`config.mk`:
```
export PLATFORM = sky130hd
export DESIGN_NAME = mem_port_arbiter
export DESIGN_NICKNAME = d
export VERILOG_FILES = /design/src/rtl/mem_arb_pkg.sv /design/src/rtl/mem_latency_timer.sv /design/src/rtl/mem_port_arbiter.sv
export SDC_FILE = /design/constraint.sdc
export NUM_CORES = 1
export LEC_CHECK = 0
export ABC_CLOCK_PERIOD_IN_PS = 5300
export BUFFER_PORTS_ARGS = -buffer_cell sky130_fd_sc_hd__buf_4
export CORE_ASPECT_RATIO = 1.25
export CORE_MARGIN = 10
export CORE_UTILIZATION = 30
export DETAILED_ROUTE_END_ITERATION = 8
export GPL_ROUTABILITY_DRIVEN = 0
export SLEW_MARGIN = 20
export SYNTH_ARGS = -nofsm -noshare
export SYNTH_HDL_FRONTEND = slang
export SYNTH_SLANG_ARGS = --single-unit
```
`constraint.sdc`:
```
create_clock -name Clk -period 5.3 [get_ports Clk]
set_clock_uncertainty 0.2 [all_clocks]
set_input_delay 0.53 -clock Clk [delete_from_list [all_inputs] [get_ports Clk]]
set_output_delay 0.53 -clock Clk [all_outputs]
set_load 0.03 [all_outputs]
```
`src/rtl/mem_arb_pkg.sv`:
```
// Shared encodings for the instruction/data memory-port arbiter: FSM states,
// owner codes and the memory access size codes also used by DataMemory.
package mem_arb_pkg;

    localparam logic [1:0] IDLE  = 2'd0;
    localparam logic [1:0] ISSUE = 2'd1;
    localparam logic [1:0] WAIT  = 2'd2;
    localparam logic [1:0] RESP  = 2'd3;

    localparam logic OWN_I = 1'b0;
    localparam logic OWN_D = 1'b1;

    localparam logic [1:0] SZ_BYTE = 2'b00;
    localparam logic [1:0] SZ_HALF = 2'b01;
    localparam logic [1:0] SZ_WORD = 2'b10;

    // Value loaded into the latency timer in ISSUE so it reaches zero on the
    // cycle mem_rdata is valid.
    function automatic logic [3:0] lat_load(input int latency);
        return 4'(latency - 1);
    endfunction

endpackage

```
`src/rtl/mem_latency_timer.sv`:
```
// 4-bit loadable down-counter with a zero flag; paces the WAIT state of the
// memory-port arbiter.
module mem_latency_timer (
    input  logic       Clk,
    input  logic       Reset,
    input  logic       load,
    input  logic       en,
    input  logic [3:0] load_val,
    output logic       zero
);

    logic [3:0] cnt_q;
    logic [3:0] cnt_d;

    always_comb begin
        cnt_d = cnt_q;
        if (load) begin
            cnt_d = load_val;
        end else if (en && (cnt_q != 4'd0)) begin
            cnt_d = cnt_q - 4'd1;
        end
    end

    always_ff @(posedge Clk) begin
        if (Reset) begin
            cnt_q <= 4'd0;
        end else begin
            cnt_q <= cnt_d;
        end
    end

    assign zero = (cnt_q == 4'd0);

endmodule

```
`src/rtl/mem_port_arbiter.sv`:
```
// Arbitrates one fixed-latency unified memory between instruction fetch and
// data access (data has priority). Optional stall statistics: MEM_ARB_STATS_EN.
module mem_port_arbiter
    import mem_arb_pkg::*;
#(
    parameter int MEM_LATENCY = 2,
    parameter int ADDR_W      = 32
) (
    input  logic              Clk,
    input  logic              Reset,
    input  logic              i_req,
    input  logic [ADDR_W-1:0] i_addr,
    output logic              i_done,
    output logic [31:0]       i_rdata,
    output logic              i_stall,
    input  logic              d_req,
    input  logic              d_we,
    input  logic [ADDR_W-1:0] d_addr,
    input  logic [31:0]       d_wdata,
    input  logic [1:0]        d_size,
    input  logic              d_unsigned,
    output logic              d_done,
    output logic [31:0]       d_rdata,
    output logic              d_stall,
    output logic              mem_req,
    output logic              mem_we,
    output logic [ADDR_W-1:0] mem_addr,
    output logic [31:0]       mem_wdata,
    output logic [1:0]        mem_size,
    output logic              mem_unsigned,
    input  logic [31:0]       mem_rdata,
    output logic [31:0]       i_wait_cnt,
    output logic [31:0]       d_wait_cnt,
    output logic [1:0]        dbg_state,
    output logic              dbg_owner
);

    localparam logic [3:0] LAT_LOAD = lat_load(MEM_LATENCY);

    logic [1:0]        state_q, state_d;
    logic              owner_q, owner_d;
    logic              abort_q, abort_d;
    logic              mem_we_q, mem_we_d;
    logic [ADDR_W-1:0] mem_addr_q, mem_addr_d;
    logic [31:0]       mem_wdata_q, mem_wdata_d;
    logic [1:0]        mem_size_q, mem_size_d;
    logic              mem_unsigned_q, mem_unsigned_d;
    logic [31:0]       i_rdata_q, i_rdata_d;
    logic [31:0]       d_rdata_q, d_rdata_d;
    logic              i_done_q, i_done_d;
    logic              d_done_q, d_done_d;
    logic              owner_req;
    logic              tmr_zero;

    mem_latency_timer u_timer (
        .Clk      (Clk),
        .Reset    (Reset),
        .load     (state_q == ISSUE),
        .en       (state_q == WAIT),
        .load_val (LAT_LOAD),
        .zero     (tmr_zero)
    );

    assign owner_req = (owner_q == OWN_D) ? d_req : i_req;

    always_comb begin
        state_d        = state_q;
        owner_d        = owner_q;
        abort_d        = abort_q;
        mem_we_d       = mem_we_q;
        mem_addr_d     = mem_addr_q;
        mem_wdata_d    = mem_wdata_q;
        mem_size_d     = mem_size_q;
        mem_unsigned_d = mem_unsigned_q;
        i_rdata_d      = i_rdata_q;
        d_rdata_d      = d_rdata_q;
        i_done_d       = 1'b0;
        d_done_d       = 1'b0;
        case (state_q)
            IDLE: begin
                if (d_req) begin
                    owner_d        = OWN_D;
                    abort_d        = 1'b0;
                    mem_we_d       = d_we;
                    mem_addr_d     = d_addr;
                    mem_wdata_d    = d_wdata;
                    mem_size_d     = d_size;
                    mem_unsigned_d = d_unsigned;
                    state_d        = ISSUE;
                end else if (i_req) begin
                    owner_d        = OWN_I;
                    abort_d        = 1'b0;
                    mem_we_d       = 1'b0;
                    mem_addr_d     = i_addr;
                    mem_wdata_d    = 32'd0;
                    mem_size_d     = SZ_WORD;
                    mem_unsigned_d = 1'b0;
                    state_d        = ISSUE;
                end
            end
            ISSUE: begin
                if (!owner_req) abort_d = 1'b0 | 1'b1;
                state_d = WAIT;
            end
            WAIT: begin
                if (!owner_req) abort_d = 1'b1;
                if (tmr_zero) begin
                    state_d = RESP;
                    // A squashed owner lets memory finish but sees no response.
                    if (!abort_q && owner_req) begin
                        if (owner_q == OWN_D) begin
                            d_done_d = 1'b1;
                            if (!mem_we_q) d_rdata_d = mem_rdata;
                        end else begin
                            i_done_d  = 1'b1;
                            i_rdata_d = mem_rdata;
                        end
                    end
                end
            end
            default: begin
                state_d = IDLE;
            end
        endcase
    end

    always_ff @(posedge Clk) begin
        if (Reset) begin
            state_q        <= IDLE;
            owner_q        <= OWN_I;
            abort_q        <= 1'b0;
            mem_we_q       <= 1'b0;
            mem_addr_q     <= '0;
            mem_wdata_q    <= 32'd0;
            mem_size_q     <= 2'd0;
            mem_unsigned_q <= 1'b0;
            i_rdata_q      <= 32'd0;
            d_rdata_q      <= 32'd0;
            i_done_q       <= 1'b0;
            d_done_q       <= 1'b0;
        end else begin
            state_q        <= state_d;
            owner_q        <= owner_d;
            abort_q        <= abort_d;
            mem_we_q       <= mem_we_d;
            mem_addr_q     <= mem_addr_d;
            mem_wdata_q    <= mem_wdata_d;
            mem_size_q     <= mem_size_d;
            mem_unsigned_q <= mem_unsigned_d;
            i_rdata_q      <= i_rdata_d;
            d_rdata_q      <= d_rdata_d;
            i_done_q       <= i_done_d;
            d_done_q       <= d_done_d;
        end
    end

    assign mem_req      = (state_q == ISSUE);
    assign mem_we       = mem_we_q;
    assign mem_addr     = mem_addr_q;
    assign mem_wdata    = mem_wdata_q;
    assign mem_size     = mem_size_q;
    assign mem_unsigned = mem_unsigned_q;
    assign i_done       = i_done_q;
    assign d_done       = d_done_q;
    assign i_rdata      = i_rdata_q;
    assign d_rdata      = d_rdata_q;
    assign i_stall      = i_req & ~i_done_q;
    assign d_stall      = d_req & ~d_done_q;
    assign dbg_state    = state_q;
    assign dbg_owner    = owner_q;

`ifdef MEM_ARB_STATS_EN
    logic [31:0] i_wait_q, i_wait_d;
    logic [31:0] d_wait_q, d_wait_d;

    // Saturating stall-cycle counters.
    always_comb begin
        i_wait_d = i_wait_q;
        d_wait_d = d_wait_q;
        if (i_stall && (i_wait_q != 32'hFFFF_FFFF)) i_wait_d = i_wait_q + 32'd1;
        if (d_stall && (d_wait_q != 32'hFFFF_FFFF)) d_wait_d = d_wait_q + 32'd1;
    end

    always_ff @(posedge Clk) begin
        if (Reset) begin
            i_wait_q <= 32'd0;
            d_wait_q <= 32'd0;
        end else begin
            i_wait_q <= i_wait_d;
            d_wait_q <= d_wait_d;
        end
    end

    assign i_wait_cnt = i_wait_q;
    assign d_wait_cnt = d_wait_q;
`else
    assign i_wait_cnt = 32'd0;
    assign d_wait_cnt = 32'd0;
`endif

endmodule

```
# Word level (Yosys, flattened, before mapping)

Cells that the tools add are included.

$add $sub $neg: 1
Multiply operators: 0
Divide/modulo/power cells: 0
Order comparisons: 0
Eq/ne operators: 5
Shift operators: 0
Multiplexer cells: 22
Bitwise gates (word level): 9
Reduce and logical (&&, ||, !) cells: 17

Operators with widths:

| kind                                                | number |
|---|---|
| 2-to-1 mux 32 bit                                   | 4 |
| 2-to-1 mux 1 bit                                    | 11 |
| 2-to-1 mux 2 bit                                    | 5 |
| NOT 1 bit                                           | 7 |
| case mux 2 bit (3 select lines)                     | 1 |
| nonzero test 2 bit                                  | 3 |
| AND reduction 5 bit                                 | 1 |
| zero test 4 bit                                     | 1 |
| inequality test 2 bit, second input constant        | 2 |
| AND reduction 2 bit                                 | 2 |
| AND reduction 4 bit                                 | 1 |
| nonzero test 4 bit                                  | 1 |
| OR reduction 2 bit                                  | 2 |
| OR reduction 4 bit                                  | 1 |
| subtractor 4 x 1 -> 4 bit, second input constant    | 1 |
| inequality test 3 bit, second input constant        | 1 |
| AND reduction 3 bit                                 | 1 |
| bitwise AND 1 bit                                   | 2 |
| equality test 2 x 1 -> 1 bit, second input constant | 1 |
| equality test 2 bit, second input constant          | 1 |
| logical AND 1 bit                                   | 2 |
| zero test 2 bit                                     | 1 |
| case mux 1 bit (2 select lines)                     | 1 |
| zero test 1 bit                                     | 1 |

Flip-flop bits (word level): 142
Latch bits: 0
Bits in writable memories: 0
ROM bits: 0
Input bits: 136
Memories: 0

# Longest topological paths before layout

Gate-level depths: netlist of run 1.

Word-level depth: 4
Depth in mapped cells: 9
Gate-level depth less buffers: 6

# Hierarchy

A second synthesis of run 1 with hierarchy kept.

Cells, all modules: 682
Area, all modules: 6,449.9 um2

Modules (own cells, without submodules):

| module            | times used | cells each | area each (um2) | sequential area each (um2) |
|---|---|---|---|---|
| mem_port_arbiter  | 1          | 653        | 6,187.2         | 2,762.6 |
| mem_latency_timer | 1          | 29         | 262.8           | 80.1 |

# Least setup slack after synthesis of run 1

No wires, ideal clock.

Path type: register -> register
Start point: register u_timer.cnt_q[0]
End point: register i_rdata_q[10] (netlist: i_rdata[10])
Library setup time: 0.128 ns
Arrival: 1.916 ns
Data required time: 4.972 ns
Path slack: 3.056 ns
Cell stages (with the launch flop): 10
Buffers on the path: 3
Cells stage by stage: dfxtp_1 -> inv_1 -> ha_1 -> or3b_1 -> buf_2 -> or4_4 -> buf_6 -> buf_6 -> mux2i_1 -> nor2_1

Cells in the longest elaborated chain, start to end: 2

RTL lines:

| element                       | RTL line                | text |
|---|---|---|
| from (decl)                   | mem_latency_timer.sv:12 | `logic [3:0] cnt_q;` |
| from (signal assigned)        | mem_latency_timer.sv:28 | `cnt_q <= cnt_d;` |
| zero test 4 bit               | mem_latency_timer.sv:32 | `assign zero = (cnt_q == 4'd0);` |
| AND reduction 4 bit (no line) | n/a                     |  |
| to (signal assigned)          | mem_port_arbiter.sv:150 | `i_rdata_q <= i_rdata_d;` |
| to (decl)                     | mem_port_arbiter.sv:48  | `logic [31:0] i_rdata_q, i_rdata_d;` |

No other way between the ends.
A chain may end at the register's enable or synchronous reset.

# Worst setup path after layout of run 1

Start point: register u_timer.cnt_q[0]
End point: register i_rdata_q[18] (netlist: i_rdata[18])

The elaborated chain is that of the path after synthesis.

==> load_flow_metrics.sql, run 1 <==
INSERT INTO impl_metrics (metric_group, metric, value, unit) VALUES
('run', 'maxCapViolCount', '0', ''),
('logic_synthesis', 'top_cells_by_area_in_the_synthesized_netlist', 'sky130_fd_sc_hd__dfxtp_1 48%, sky130_fd_sc_hd__mux2i_1 11%, sky130_fd_sc_hd__buf_4 8.1%', ''),
('power_and_ir_drop', 'power_report.internal_total', '2.66', 'mW'),
('sta', 'fin_tns_setup', '0', 'ps'),
('place', 'dp_hpwl', '14.7', 'mm'),
('logic_synthesis', 'yosys.area_share.adder', '1.06', '%'),
('logic_synthesis', 'post_synth.cell_area_avg', '8.78', 'um^2'),
('route', 'detailroute.via_count', '5231', ''),
('route', 'detail_route.wirelength', '19.5', 'mm'),
('logic_synthesis', 'synth_top_area_share', '48.1', '%'),
('place', 'placed_area', '7890', 'um^2'),
('clocking', 'worst_skew_pair.late_latency', '400', 'ps'),
('power_and_ir_drop', 'leakagePower', '4.07', 'nW'),
('sta', 'fin_ws', '2760', 'ps'),
('power_and_ir_drop', 'power_switching_share', '37.1', '%'),
('floorplan', 'vertical_die_dimension', '177', 'um'),
('final_layout', 'synthToLayoutAreaGrowth', '44.7', '%'),
('clocking', 'numCtsBuffers', '17', ''),
('global_routing', 'grt_remaining_overflow', '0', ''),
('floorplan', 'floorplan.die.width', '146', 'um'),
('route', 'routedWlPerCell', '16.3', 'um'),
('clocking', 'cts_sinks', '142', ''),
('critical_path', 'end_kind', 'flip-flop', ''),
('route', 'post_drt_via_cell_ratio', '4.37', ''),
('outcome', 'result_of_the_run', 'finished clean', ''),
('sta', 'post-route-period-util', '48.0', '%'),
('route', 'postRouteAntennaNets', '0', ''),
('logic_synthesis', 'syn-instance-count', '674', ''),
('critical_path', 'critical_path_peak_fanout', '32', ''),
('final_layout', 'final_design_area_no_fill', '8560', 'um^2'),
('global_routing', 'global_route.usage.total', '14.6', '%'),
('logic_synthesis', 'synth_cell_type_count', '33', ''),
('final_layout', 'final_layout_size_suffix_gt1_share', '33.8', '%'),
('place', 'pre_cts_ws', '2310', 'ps'),
('power_and_ir_drop', 'combinationalPowerShare', '35.5', '%'),
('power_and_ir_drop', 'power.sequential.fraction', '32.5', '%'),
('logic_synthesis', 'netlist.top_cell.by_area', 'sky130_fd_sc_hd__dfxtp_1', ''),
('clocking', 'cts_repair_resize_count', '0', ''),
('global_routing', 'number_of_antenna_violations_at_the_first_check_in_global_routing', '0', ''),
('sta', 'finalMaxSlewViolations', '0', ''),
('sta', 'hold_viol', '0', ''),
('power_and_ir_drop', 'share_of_total_power_in_the_clock_network', '32.0', '%'),
('sta', 'finalWorstPathRequiredPeriod', '2540', 'ps'),
('logic_synthesis', 'synth.mux.area_fraction', '11.0', '%'),
('final_layout', 'antennaDiodeCount', '0', ''),
('sta', 'worst_pin_slew', '1070', 'ps'),
('sta', 'max_slew_margin', '28.9', '%'),
('floorplan', 'die-area', '25800', 'um^2'),
('clocking', 'cts_hold_buf', '0', ''),
('critical_path', 'critPathLaunchType', 'flip-flop', ''),
('critical_path', 'rrSetupSlack', '2760', 'ps'),
('logic_synthesis', 'largest_family_of_logic_cells_by_synthesized_area', 'simple AND/OR/NAND/NOR gates', ''),
('logic_synthesis', 'synthXorXnorAreaFrac', '0.444', '%'),
('power_and_ir_drop', 'switching_power', '1.56', 'mW'),
('floorplan', 'rows', '57', ''),
('floorplan', 'coreArea', '19400', 'um^2'),
('sta', 'timing.fmax', '393', 'MHz'),
('logic_synthesis', 'ys_seq_area_share', '48.1', '%'),
('floorplan', 'io_pins', '340', ''),
('sta', 'unrepaired_setup_endpoints_after_global_routing', 'false', ''),
('route', 'drtPass1Iterations', '4', ''),
('critical_path', 'worst-endpoint-arrival', '2600', 'ps'),
('final_layout', 'final.fill_count', '1999', ''),
('clocking', 'cts_buffer_depth', '2', ''),
('route', 'drt_iter0_drc', '191', ''),
('clocking', 'cts_tree', 'built', ''),
('clocking', 'root_buffer', 'sky130_fd_sc_hd__clkbuf_16', ''),
('place', 'numPortBuffers', '275', ''),
('global_routing', 'grt_first_pass_wirelength', '30.2', 'mm'),
('route', 'residual_drc_count', '0', ''),
('power_and_ir_drop', 'p_per_area', '493', 'nW/um^2');
[layout make-up]
type | instances | area (um^2) | area share (%)
clock buffers | 17 | 425 | 4.97
clock inverters | 13 | 239 | 2.79
inverters | 7 | 26.3 | 0.307
multi-input cells | 473 | 2600 | 30.4
flip-flops and latches | 142 | 2840 | 33.2
well taps | 265 | 332 | 3.87
repair buffers | 279 | 2090 | 24.5
[power groups by stage]
| stage | Clock (mW) | Sequential, mW | Combinational (mW) |
|---|---|---|---|
| 2_1_floorplan | 0 | 1.73 | 0.677 |
| 3_3_place_gp | 0 | 1.39 | 1.52 |
| 3_5_place_dp | 0 | 1.39 | 1.53 |
| 4_1_cts | 1.40 | 1.37 | 1.53 |
| 5_1_grt | 1.44 | 1.40 | 1.64 |
| 6_report | 1.35 | 1.37 | 1.50 |
[final timing paths]
check,depth (start not counted),endpoint,startpoint
setup reg to reg,6,i_rdata[18],u_timer.cnt_q[0]
hold / removal,3,i_rdata[17],mem_rdata[17]
setup / recovery,6,i_rdata[18],u_timer.cnt_q[0]
hold reg to reg,2,mem_wdata[5],mem_wdata[5]
[synthesized netlist by cell type]
cell and n:
sky130_fd_sc_hd__dfxtp_1 142, sky130_fd_sc_hd__nand2_1 104, sky130_fd_sc_hd__a21oi_1 72, sky130_fd_sc_hd__nor2_1 69, sky130_fd_sc_hd__mux2i_1 65, sky130_fd_sc_hd__buf_4 64, sky130_fd_sc_hd__nand3_1 37, sky130_fd_sc_hd__clkbuf_1 36
sky130_fd_sc_hd__a211oi_1 33, sky130_fd_sc_hd__buf_2 7, sky130_fd_sc_hd__inv_1 7, sky130_fd_sc_hd__ha_1 5, sky130_fd_sc_hd__buf_1 4, sky130_fd_sc_hd__buf_6 4, sky130_fd_sc_hd__nor3_1 4, sky130_fd_sc_hd__o21ai_0 2
sky130_fd_sc_hd__o31ai_1 2, sky130_fd_sc_hd__xor2_1 2, sky130_fd_sc_hd__a2111oi_0 1, sky130_fd_sc_hd__a32oi_1 1, sky130_fd_sc_hd__and2_1 1, sky130_fd_sc_hd__conb_1 1, sky130_fd_sc_hd__nand2b_1 1, sky130_fd_sc_hd__nor3b_1 1
sky130_fd_sc_hd__nor4_1 1, sky130_fd_sc_hd__nor4_2 1, sky130_fd_sc_hd__o211ai_1 1, sky130_fd_sc_hd__o21a_1 1, sky130_fd_sc_hd__or2_2 1, sky130_fd_sc_hd__or3b_1 1, sky130_fd_sc_hd__or4_1 1, sky130_fd_sc_hd__or4_4 1
sky130_fd_sc_hd__xnor2_1 1
[placed cells by master (no fill, tap or decap), types with 2 or more instances in the layout]
cell type | Yosys | final
sky130_fd_sc_hd__xor2_1 | 2 | 2
sky130_fd_sc_hd__conb_1 | 1 | 64
sky130_fd_sc_hd__a21oi_1 | 72 | 72
sky130_fd_sc_hd__nand3_1 | 37 | 37
sky130_fd_sc_hd__buf_4 | 64 | 279
sky130_fd_sc_hd__o31ai_1 | 2 | 2
sky130_fd_sc_hd__a211oi_1 | 33 | 33
sky130_fd_sc_hd__nand2_1 | 104 | 104
sky130_fd_sc_hd__mux2i_1 | 65 | 65
sky130_fd_sc_hd__dfxtp_1 | 142 | 142
sky130_fd_sc_hd__clkinvlp_4 | 0 | 2
sky130_fd_sc_hd__inv_6 | 0 | 2
sky130_fd_sc_hd__ha_1 | 5 | 4
sky130_fd_sc_hd__nor2_1 | 69 | 69
sky130_fd_sc_hd__clkbuf_16 | 0 | 17
sky130_fd_sc_hd__nor3_1 | 4 | 4
sky130_fd_sc_hd__clkinv_4 | 0 | 3
sky130_fd_sc_hd__bufinv_16 | 0 | 6
sky130_fd_sc_hd__inv_1 | 7 | 7
[per-stage QoR]
step	instances	power (mW)	hold WS (ps)
finish	1196	4.22	161
global route	1196	4.48	141
CTS	1196	4.30	140
detailed placement	1166	2.92	244
global placement	1166	2.91	239
floorplan	737	2.41	267
[critical path: stages (launching register included)]
cell and delay, ps:
sky130_fd_sc_hd__dfxtp_1 330, sky130_fd_sc_hd__inv_1 60, sky130_fd_sc_hd__ha_1 150, sky130_fd_sc_hd__or3b_1 490
sky130_fd_sc_hd__or4_4 820, sky130_fd_sc_hd__mux2i_1 250, sky130_fd_sc_hd__nor2_1 50
[cell families after synthesis]
kind of cell / after synthesis
AND/OR/NAND/NOR: 223
flip-flops: 142
buffers and inverters: 122
AO/OA/AOI/OAI: 113
multiplexers: 65
adder cells (fa/ha/maj): 5
XOR/XNOR: 3
other: 1
[layer usage]
layer	track usage (%)	vias to the layer above	wire length (um)
li1	-	2639	-
met1	16.8	2346	8160
met2	23.8	235	9390
met3	6.78	11	1810
met4	4.22	0	179
met5	0	-	0
[sequential cells by signal, indices dropped and copies added (netlist names)]
signal	count
abort_q	1
d_done	1
d_rdata	32
dbg_owner	1
dbg_state	2
i_done	1
i_rdata	32
mem_addr	32
mem_size	2
mem_unsigned	1
mem_wdata	32
mem_we	1
u_timer.cnt_q	4
(Power assumes the default switching activity.)
==> run 2: changes to the inputs <==
--- a/config.mk
+++ b/config.mk
@@ -5,7 +5,7 @@
 export SDC_FILE = /design/constraint.sdc
 export NUM_CORES = 1
 export LEC_CHECK = 0
-export ABC_CLOCK_PERIOD_IN_PS = 5300
+export ABC_CLOCK_PERIOD_IN_PS = 2480
 export BUFFER_PORTS_ARGS = -buffer_cell sky130_fd_sc_hd__buf_4
 export CORE_ASPECT_RATIO = 1.25
 export CORE_MARGIN = 10
==> constraint.sdc (replaced) <==
create_clock -name Clk -period 2.48 [get_ports Clk]
set_clock_uncertainty 0.2 [all_clocks]
set_input_delay 0.248 -clock Clk [delete_from_list [all_inputs] [get_ports Clk]]
set_output_delay 0.248 -clock Clk [all_outputs]
set_load 0.03 [all_outputs]
==> load_flow_metrics.sql, run 2 (synthesized netlist as in run 1, its figures left out) <==
INSERT INTO impl_metrics (metric_group, metric, value, unit) VALUES
('critical_path', 'worst-endpoint-arrival', '2310', 'ps'),
('sta', 'setup_viol', '0', ''),
('final_layout', 'synthToLayoutAreaGrowth', '65.5', '%'),
('global_routing', 'grtUsageMet2', '25.6', '%'),
('critical_path', 'end_kind', 'flip-flop', ''),
('hold_path', 'min_path_type', 'input pin to flip-flop', ''),
('final_layout', 'nNetsFinal', '1190', ''),
('clocking', 'cts_buffer_depth', '2', ''),
('clocking', 'root_buffer', 'sky130_fd_sc_hd__clkbuf_16', ''),
('route', 'postRouteAntennaNets', '0', ''),
('sta', 'hold_viol', '0', ''),
('floorplan', 'rows', '57', ''),
('floorplan', 'coreArea', '19400', 'um^2'),
('final_layout', 'antennaDiodeCount', '0', ''),
('clocking', 'numCtsBuffers', '17', ''),
('global_routing', 'global_route.usage.total', '16.0', '%'),
('sta', 'timing.fmax', '452', 'MHz'),
('sta', 'finalWorstPathRequiredPeriod', '2210', 'ps'),
('hold_path', 'hold_worst_path_end', 'mem_addr[17]', ''),
('clocking', 'worst_setup_hold_path_clk_slew', '60', 'ps'),
('critical_path', 'crit_path_max_cell_delay', '510', 'ps'),
('critical_path', 'critical_path_peak_fanout', '32', ''),
('floorplan', 'die-area', '25800', 'um^2'),
('sta', 'fin_ws', '266', 'ps'),
('clocking', 'total_setup_buffers_inserted_after_cts', '0', ''),
('final_layout', 'finish.cell_count_without_fillers', '1327', ''),
('global_routing', 'grt_first_pass_wirelength', '33.1', 'mm'),
('critical_path', 'reg2reg_from', 'u_timer.cnt_q[0]', ''),
('outcome', 'result_of_the_run', 'finished clean', ''),
('power_and_ir_drop', 'p_per_area', '911', 'nW/um^2'),
('power_and_ir_drop', 'power_switching_share', '39.5', '%'),
('critical_path', 'destination_of_the_worst_register_to_register_timing_path', 'i_rdata[2]', ''),
('power_and_ir_drop', 'combinationalPowerShare', '40.2', '%'),
('final_layout', 'commonest_non_fill_non_tap_cell_in_the_layout', 'sky130_fd_sc_hd__buf_4', ''),
('floorplan', 'io_pins', '340', ''),
('global_routing', 'globalRouteMet3Util', '7.04', '%'),
('run', 'maxCapViolCount', '0', ''),
('clocking', 'h_tree_levels', '4', ''),
('route', 'residual_drc_count', '0', ''),
('critical_path', 'timing.reg2reg.worst_path_depth', '7', ''),
('power_and_ir_drop', 'power.sequential.fraction', '32.9', '%'),
('final_layout', 'final_layout_size_suffix_gt1_share', '30.8', '%'),
('global_routing', 'grt_pass1_vias', '5884', ''),
('power_and_ir_drop', 'power_report.internal_total', '5.40', 'mW'),
('route', 'drt_iter0_drc', '240', ''),
('power_and_ir_drop', 'share_of_total_power_in_the_clock_network', '26.9', '%'),
('critical_path', 'critical_path_class', 'flip-flop to flip-flop', ''),
('global_routing', 'largest_net_degree_at_the_start_of_global_routing', '66', ''),
('critical_path', 'cp_slowest_cell', 'sky130_fd_sc_hd__or4_4', ''),
('route', 'detail_route.wirelength', '21.4', 'mm'),
('critical_path', 'timing.critical_path.buf_inv', '2', ''),
('clocking', 'worst_skew_pair.late_latency', '410', 'ps'),
('sta', 'finalMaxSlewViolations', '0', ''),
('sta', 'post-route-period-util', '89.3', '%'),
('clocking', 'cts_tree', 'built', ''),
('power_and_ir_drop', 'max-vdd-ir-drop', '566', 'uV'),
('route', 'detailroute.via_count', '5788', ''),
('global_routing', 'number_of_antenna_violations_at_the_first_check_in_global_routing', '0', ''),
('final_layout', 'final.fill_count', '1794', ''),
('final_layout', 'final_design_area_no_fill', '9790', 'um^2'),
('global_routing', 'grt_remaining_overflow', '0', ''),
('route', 'post_drt_via_cell_ratio', '4.36', ''),
('critical_path', 'critPathRequiredTime', '2580', 'ps'),
('hold_path', 'hold_start', 'i_addr[17]', ''),
('place', 'dp_hpwl', '15.1', 'mm'),
('critical_path', 'critPathLaunchType', 'flip-flop', ''),
('final_layout', 'layout.cells.most_common_list', '284 x sky130_fd_sc_hd__buf_4, 142 x sky130_fd_sc_hd__dfxtp_1, 119 x sky130_fd_sc_hd__dlygate4sd3_1, 104 x sky130_fd_sc_hd__nand2_1, 72 x sky130_fd_sc_hd__a21oi_1', ''),
('floorplan', 'vertical_die_dimension', '177', 'um'),
('power_and_ir_drop', 'leakagePower', '4.60', 'nW'),
('critical_path', 'rrSetupSlack', '270', 'ps'),
('place', 'pre_cts_ws', '277', 'ps'),
('critical_path', 'worst_path_cell_chain', 'inv_1 > ha_1 > or3b_1 > or4_4 > buf_12 > mux2i_1 > nor2_1', ''),
('place', 'numPortBuffers', '275', ''),
('sta', 'fin_tns_setup', '0', 'ps'),
('global_routing', 'gr-usage-met1', '18.9', '%'),
('clocking', 'cts_sinks', '142', ''),
('sta', 'max_slew_margin', '63.0', '%'),
('global_routing', 'top_usage_layer_grt', 'met2', ''),
('power_and_ir_drop', 'switching_power', '3.52', 'mW'),
('sta', 'worst_pin_slew', '554', 'ps'),
('floorplan', 'floorplan.die.width', '146', 'um'),
('place', 'placed_area', '8010', 'um^2'),
('floorplan', 'initial_core_util', '30.5', '%'),
('final_layout', 'post-route-util', '50.5', '%'),
('sta', 'unrepaired_setup_endpoints_after_global_routing', 'false', ''),
('route', 'routedWlPerCell', '16.1', 'um'),
('hold_path', 'worstHoldPathCells', '3', ''),
('place', 'dp.cells', '1175', ''),
('critical_path', 'path_delay_family', 'simple AND/OR/NAND/NOR gates', ''),
('route', 'drtPass1Iterations', '4', '');
run 2: cell count changes in the layout (fill, tap and decap cells not counted), moves of 2 or more:
cell                            change
sky130_fd_sc_hd__inv_8              +3
sky130_fd_sc_hd__buf_4              +5
sky130_fd_sc_hd__buf_12             +4
sky130_fd_sc_hd__bufinv_16          -6
sky130_fd_sc_hd__inv_6              +2
sky130_fd_sc_hd__dlygate4sd3_1    +119
run 2: through the flow:
stage,hold WS [ps],power [mW]
after global routing,25.7,9.44
final,16.2,8.92
after CTS,0.201,8.99
after floorplan,184,5.15
after detailed placement,244,6.35
after global placement,240,6.34
run 2: layout make-up:
cell class	count	area (um^2)	share of cell area (%)
clock inverter	14	123	1.25
clock buffer	18	439	4.49
inverter	7	26.3	0.268
sequential	142	2840	29.0
timing repair buffer	408	3430	35.0
tap	265	332	3.39
multi-input combinational	473	2600	26.5
run 2: what timing repair did:
item / 4_1_cts / 5_1_grt
hold buffers: 119 / 0
hold endpoints to repair: 126 / 0
endpoints found under the setup margin: 0 / 0
resized for setup: 0 / 0
run 2: how the worst max path moves through the flow:
| stage | from | to | slack, ps | depth (start not counted) |
|---|---|---|---|---|
| global route | dbg_state[0] | d_rdata[16] | 160 | 7 |
| global placement | u_timer.cnt_q[0] | d_rdata[17] | 320 | 7 |
| detailed placement | u_timer.cnt_q[0] | d_rdata[5] | 280 | 7 |
| floorplan | u_timer.cnt_q[0] | i_rdata[10] | 240 | 9 |
| finish | u_timer.cnt_q[0] | i_rdata[2] | 270 | 7 |
| CTS | u_timer.cnt_q[0] | d_rdata[5] | 280 | 7 |
run 2: power by group through the flow:
stage                     Combinational [mW]  Sequential (mW)  Clock [mW]
final                                   3.58             2.93        2.40
after floorplan                         1.45             3.70           0
after global placement                  3.37             2.96           0
after global routing                    3.86             2.98        2.60
after CTS                               3.54             2.93        2.51
after detailed placement                3.38             2.98           0
run 2: per-layer routing:
layer / wire (um) / vias up / share of wire (%)
met2: 10200 / 242 / 48
met5: 0 / - / 0
met1: 9150 / 2649 / 43
met3: 1740 / 16 / 8.1
met4: 331 / 0 / 1.5
li1: - / 2881 / -
run 2: worst register-to-register path: cells and delay by family (launching register included):
kind                       cells  cell delay (ps)
adders and majority gates      1              150
and+or+nand+nor                3              940
muxes                          1              230
buffers and inverters          2              260
DFF                            1              330
==> run 3: changes to the inputs <==
--- a/config.mk
+++ b/config.mk
@@ -12,6 +12,7 @@
 export CORE_UTILIZATION = 30
 export DETAILED_ROUTE_END_ITERATION = 8
 export GPL_ROUTABILITY_DRIVEN = 0
+export PLACE_DENSITY = 0.59
 export SLEW_MARGIN = 20
 export SYNTH_ARGS = -nofsm -noshare
 export SYNTH_HDL_FRONTEND = slang
==> load_flow_metrics.sql, run 3 (synthesized netlist as in run 1, its figures left out) <==
INSERT INTO impl_metrics (metric_group, metric, value, unit) VALUES
('outcome', 'result_of_the_run', 'finished clean', ''),
('final_layout', 'layout.cells.most_common_list', '281 x sky130_fd_sc_hd__buf_4, 142 x sky130_fd_sc_hd__dfxtp_1, 121 x sky130_fd_sc_hd__dlygate4sd3_1, 104 x sky130_fd_sc_hd__nand2_1, 72 x sky130_fd_sc_hd__a21oi_1', ''),
('sta', 'unrepaired_setup_endpoints_after_global_routing', 'false', ''),
('critical_path', 'critPathLaunchType', 'flip-flop', ''),
('critical_path', 'timing.critical_path.buf_inv', '2', ''),
('sta', 'setup_viol', '0', ''),
('clocking', 'root_buffer', 'sky130_fd_sc_hd__clkbuf_16', ''),
('critical_path', 'cp_slowest_cell', 'sky130_fd_sc_hd__or4_4', ''),
('route', 'met2_wirelength', '10.3', 'mm'),
('final_layout', 'multi_input_gate_area', '2600', 'um^2'),
('global_routing', 'largest_net_degree_at_the_start_of_global_routing', '66', ''),
('run', 'maxCapViolCount', '0', ''),
('clocking', 'cts_hold_buf', '121', ''),
('route', 'residual_drc_count', '0', ''),
('route', 'detailroute.via_count', '5758', ''),
('route', 'routedLengthMet1', '8.55', 'mm'),
('route', 'routedWlPerCell', '16.0', 'um'),
('clocking', 'cts_tree', 'built', ''),
('power_and_ir_drop', 'max-vdd-ir-drop', '480', 'uV'),
('clocking', 'total_setup_buffers_inserted_after_cts', '0', ''),
('critical_path', 'destination_of_the_worst_register_to_register_timing_path', 'i_rdata[24]', ''),
('final_layout', 'post-route-util', '50.6', '%'),
('sta', 'fin_ws', '289', 'ps'),
('critical_path', 'worst-path-stages', '7', ''),
('power_and_ir_drop', 'leakagePower', '4.60', 'nW'),
('global_routing', 'number_of_antenna_violations_at_the_first_check_in_global_routing', '0', ''),
('route', 'drtPass1Iterations', '4', ''),
('sta', 'fin_tns_setup', '0', 'ps'),
('final_layout', 'seqCellArea', '2840', 'um^2'),
('hold_path', 'min_path_type', 'input pin to flip-flop', ''),
('place', 'pre_cts_ws', '294', 'ps'),
('sta', 'hold_viol', '0', ''),
('floorplan', 'io_pins', '340', ''),
('clocking', 'worst_skew_pair.late_latency', '410', 'ps'),
('critical_path', 'end_kind', 'flip-flop', ''),
('clocking', 'cts_repair_resize_count', '0', ''),
('final_layout', 'final_layout_size_suffix_gt1_share', '30.6', '%'),
('final_layout', 'final.fill_count', '1839', ''),
('critical_path', 'path_delay_family', 'simple AND/OR/NAND/NOR gates', ''),
('floorplan', 'initial_core_util', '30.5', '%'),
('clocking', 'numCtsBuffers', '17', ''),
('critical_path', 'critical_path_peak_fanout', '32', ''),
('critical_path', 'timing.reg2reg.worst_path_depth', '7', ''),
('floorplan', 'rows', '57', ''),
('global_routing', 'grt_pass1_vias', '6066', ''),
('route', 'wl_met3', '1.90', 'mm'),
('final_layout', 'final_design_area_no_fill', '9820', 'um^2'),
('place', 'dp_hpwl', '15.1', 'mm'),
('route', 'route.top_layer_used', 'met4', ''),
('final_layout', 'antennaDiodeCount', '0', ''),
('route', 'detail_route.wirelength', '21.2', 'mm'),
('clocking', 'cts_sinks', '142', ''),
('hold_path', 'worstHoldPathCells', '3', ''),
('clocking', 'cts_buffer_depth', '2', ''),
('critical_path', 'crit_path_max_cell_delay', '510', 'ps'),
('critical_path', 'worst_path_cell_chain', 'inv_1 > ha_1 > or3b_1 > or4_4 > buf_12 > mux2i_1 > nor2_1', ''),
('floorplan', 'coreArea', '19400', 'um^2'),
('critical_path', 'reg2reg_from', 'u_timer.cnt_q[0]', ''),
('critical_path', 'critical_path_class', 'flip-flop to flip-flop', ''),
('critical_path', 'crit_path_start', 'u_timer.cnt_q[0]', ''),
('global_routing', 'grt_first_pass_wirelength', '33.4', 'mm'),
('final_layout', 'commonest_non_fill_non_tap_cell_in_the_layout', 'sky130_fd_sc_hd__buf_4', ''),
('critical_path', 'rrSetupSlack', '290', 'ps'),
('clocking', 'h_tree_levels', '4', ''),
('global_routing', 'grt_remaining_overflow', '0', ''),
('place', 'dp.cells', '1174', ''),
('power_and_ir_drop', 'p_per_area', '908', 'nW/um^2'),
('floorplan', 'vertical_die_dimension', '177', 'um'),
('route', 'post_drt_via_cell_ratio', '4.34', ''),
('power_and_ir_drop', 'total_power', '8.91', 'mW'),
('place', 'numPortBuffers', '275', ''),
('clocking', 'worst_setup_hold_path_clk_slew', '60', 'ps'),
('route', 'postRouteAntennaNets', '0', ''),
('floorplan', 'die-area', '25800', 'um^2'),
('sta', 'finalMaxSlewViolations', '0', ''),
('floorplan', 'floorplan.die.width', '146', 'um'),
('final_layout', 'synthToLayoutAreaGrowth', '65.9', '%'),
('sta', 'hold_slack', '25.7', 'ps'),
('critical_path', 'worst-endpoint-arrival', '2260', 'ps'),
('sta', 'finalWorstPathRequiredPeriod', '2190', 'ps'),
('sta', 'max_slew_margin', '31.5', '%'),
('sta', 'timing.fmax', '456', 'MHz'),
('critical_path', 'cp-endpoint', 'i_rdata[24]', ''),
('critical_path', 'critPathRequiredTime', '2550', 'ps'),
('sta', 'post-route-period-util', '88.3', '%'),
('final_layout', 'nNetsFinal', '1190', ''),
('global_routing', 'global_route.usage.total', '16.0', '%'),
('final_layout', 'finish.cell_count_without_fillers', '1327', ''),
('sta', 'worst_pin_slew', '1020', 'ps'),
('route', 'drt_iter0_drc', '155', ''),
('place', 'placed_area', '8030', 'um^2');
-- run 3: cell count changes in the layout (fill, tap and decap cells not counted), moves of 2 or more --
| cell | change |
|---|---|
| sky130_fd_sc_hd__inv_8 | -3 |
| sky130_fd_sc_hd__clkinv_4 | -2 |
| sky130_fd_sc_hd__buf_4 | -3 |
| sky130_fd_sc_hd__dlygate4sd3_1 | +2 |
| sky130_fd_sc_hd__buf_12 | +2 |
| sky130_fd_sc_hd__inv_6 | +2 |
-- run 3: worst min-delay path by stage --
stage	start	end	slack (ps)
after floorplan	mem_rdata[0]	d_rdata[0]	180
after global placement	mem_wdata[21]	mem_wdata[21]	240
after detailed placement	mem_unsigned	mem_unsigned	240
after CTS	i_addr[14]	mem_addr[14]	4
after global routing	i_addr[14]	mem_addr[14]	20
final	d_addr[8]	mem_addr[8]	30
-- run 3: worst register-to-register path, stage by stage, from the launching register on --
cell                      delay [ps]
sky130_fd_sc_hd__dfxtp_1         330
sky130_fd_sc_hd__inv_1            60
sky130_fd_sc_hd__ha_1            150
sky130_fd_sc_hd__or3b_1          380
sky130_fd_sc_hd__or4_4           510
sky130_fd_sc_hd__buf_12          200
sky130_fd_sc_hd__mux2i_1         180
sky130_fd_sc_hd__nor2_1           50
-- run 3: area by class of cell --
cell class,count,area share [%]
inverter,7,0.268
clock inverter,13,1.29
timing repair buffer,408,35.0
clock buffer,19,4.61
multi-input combinational,473,26.4
sequential,142,29.0
tap,265,3.38
-- run 3: per-layer routing --
metal  GRT usage [%]  vias up
met3            7.21       26
met5               0        -
li1                -     2882
met4            6.24        0
met1            17.5     2610
met2            26.8      240
-- run 3: power by group --
group          internal, mW  switching [mW]  total (mW)
logic                  1.32            2.17        3.49
registers              2.69           0.239        2.93
clock network          1.45            1.04        2.49
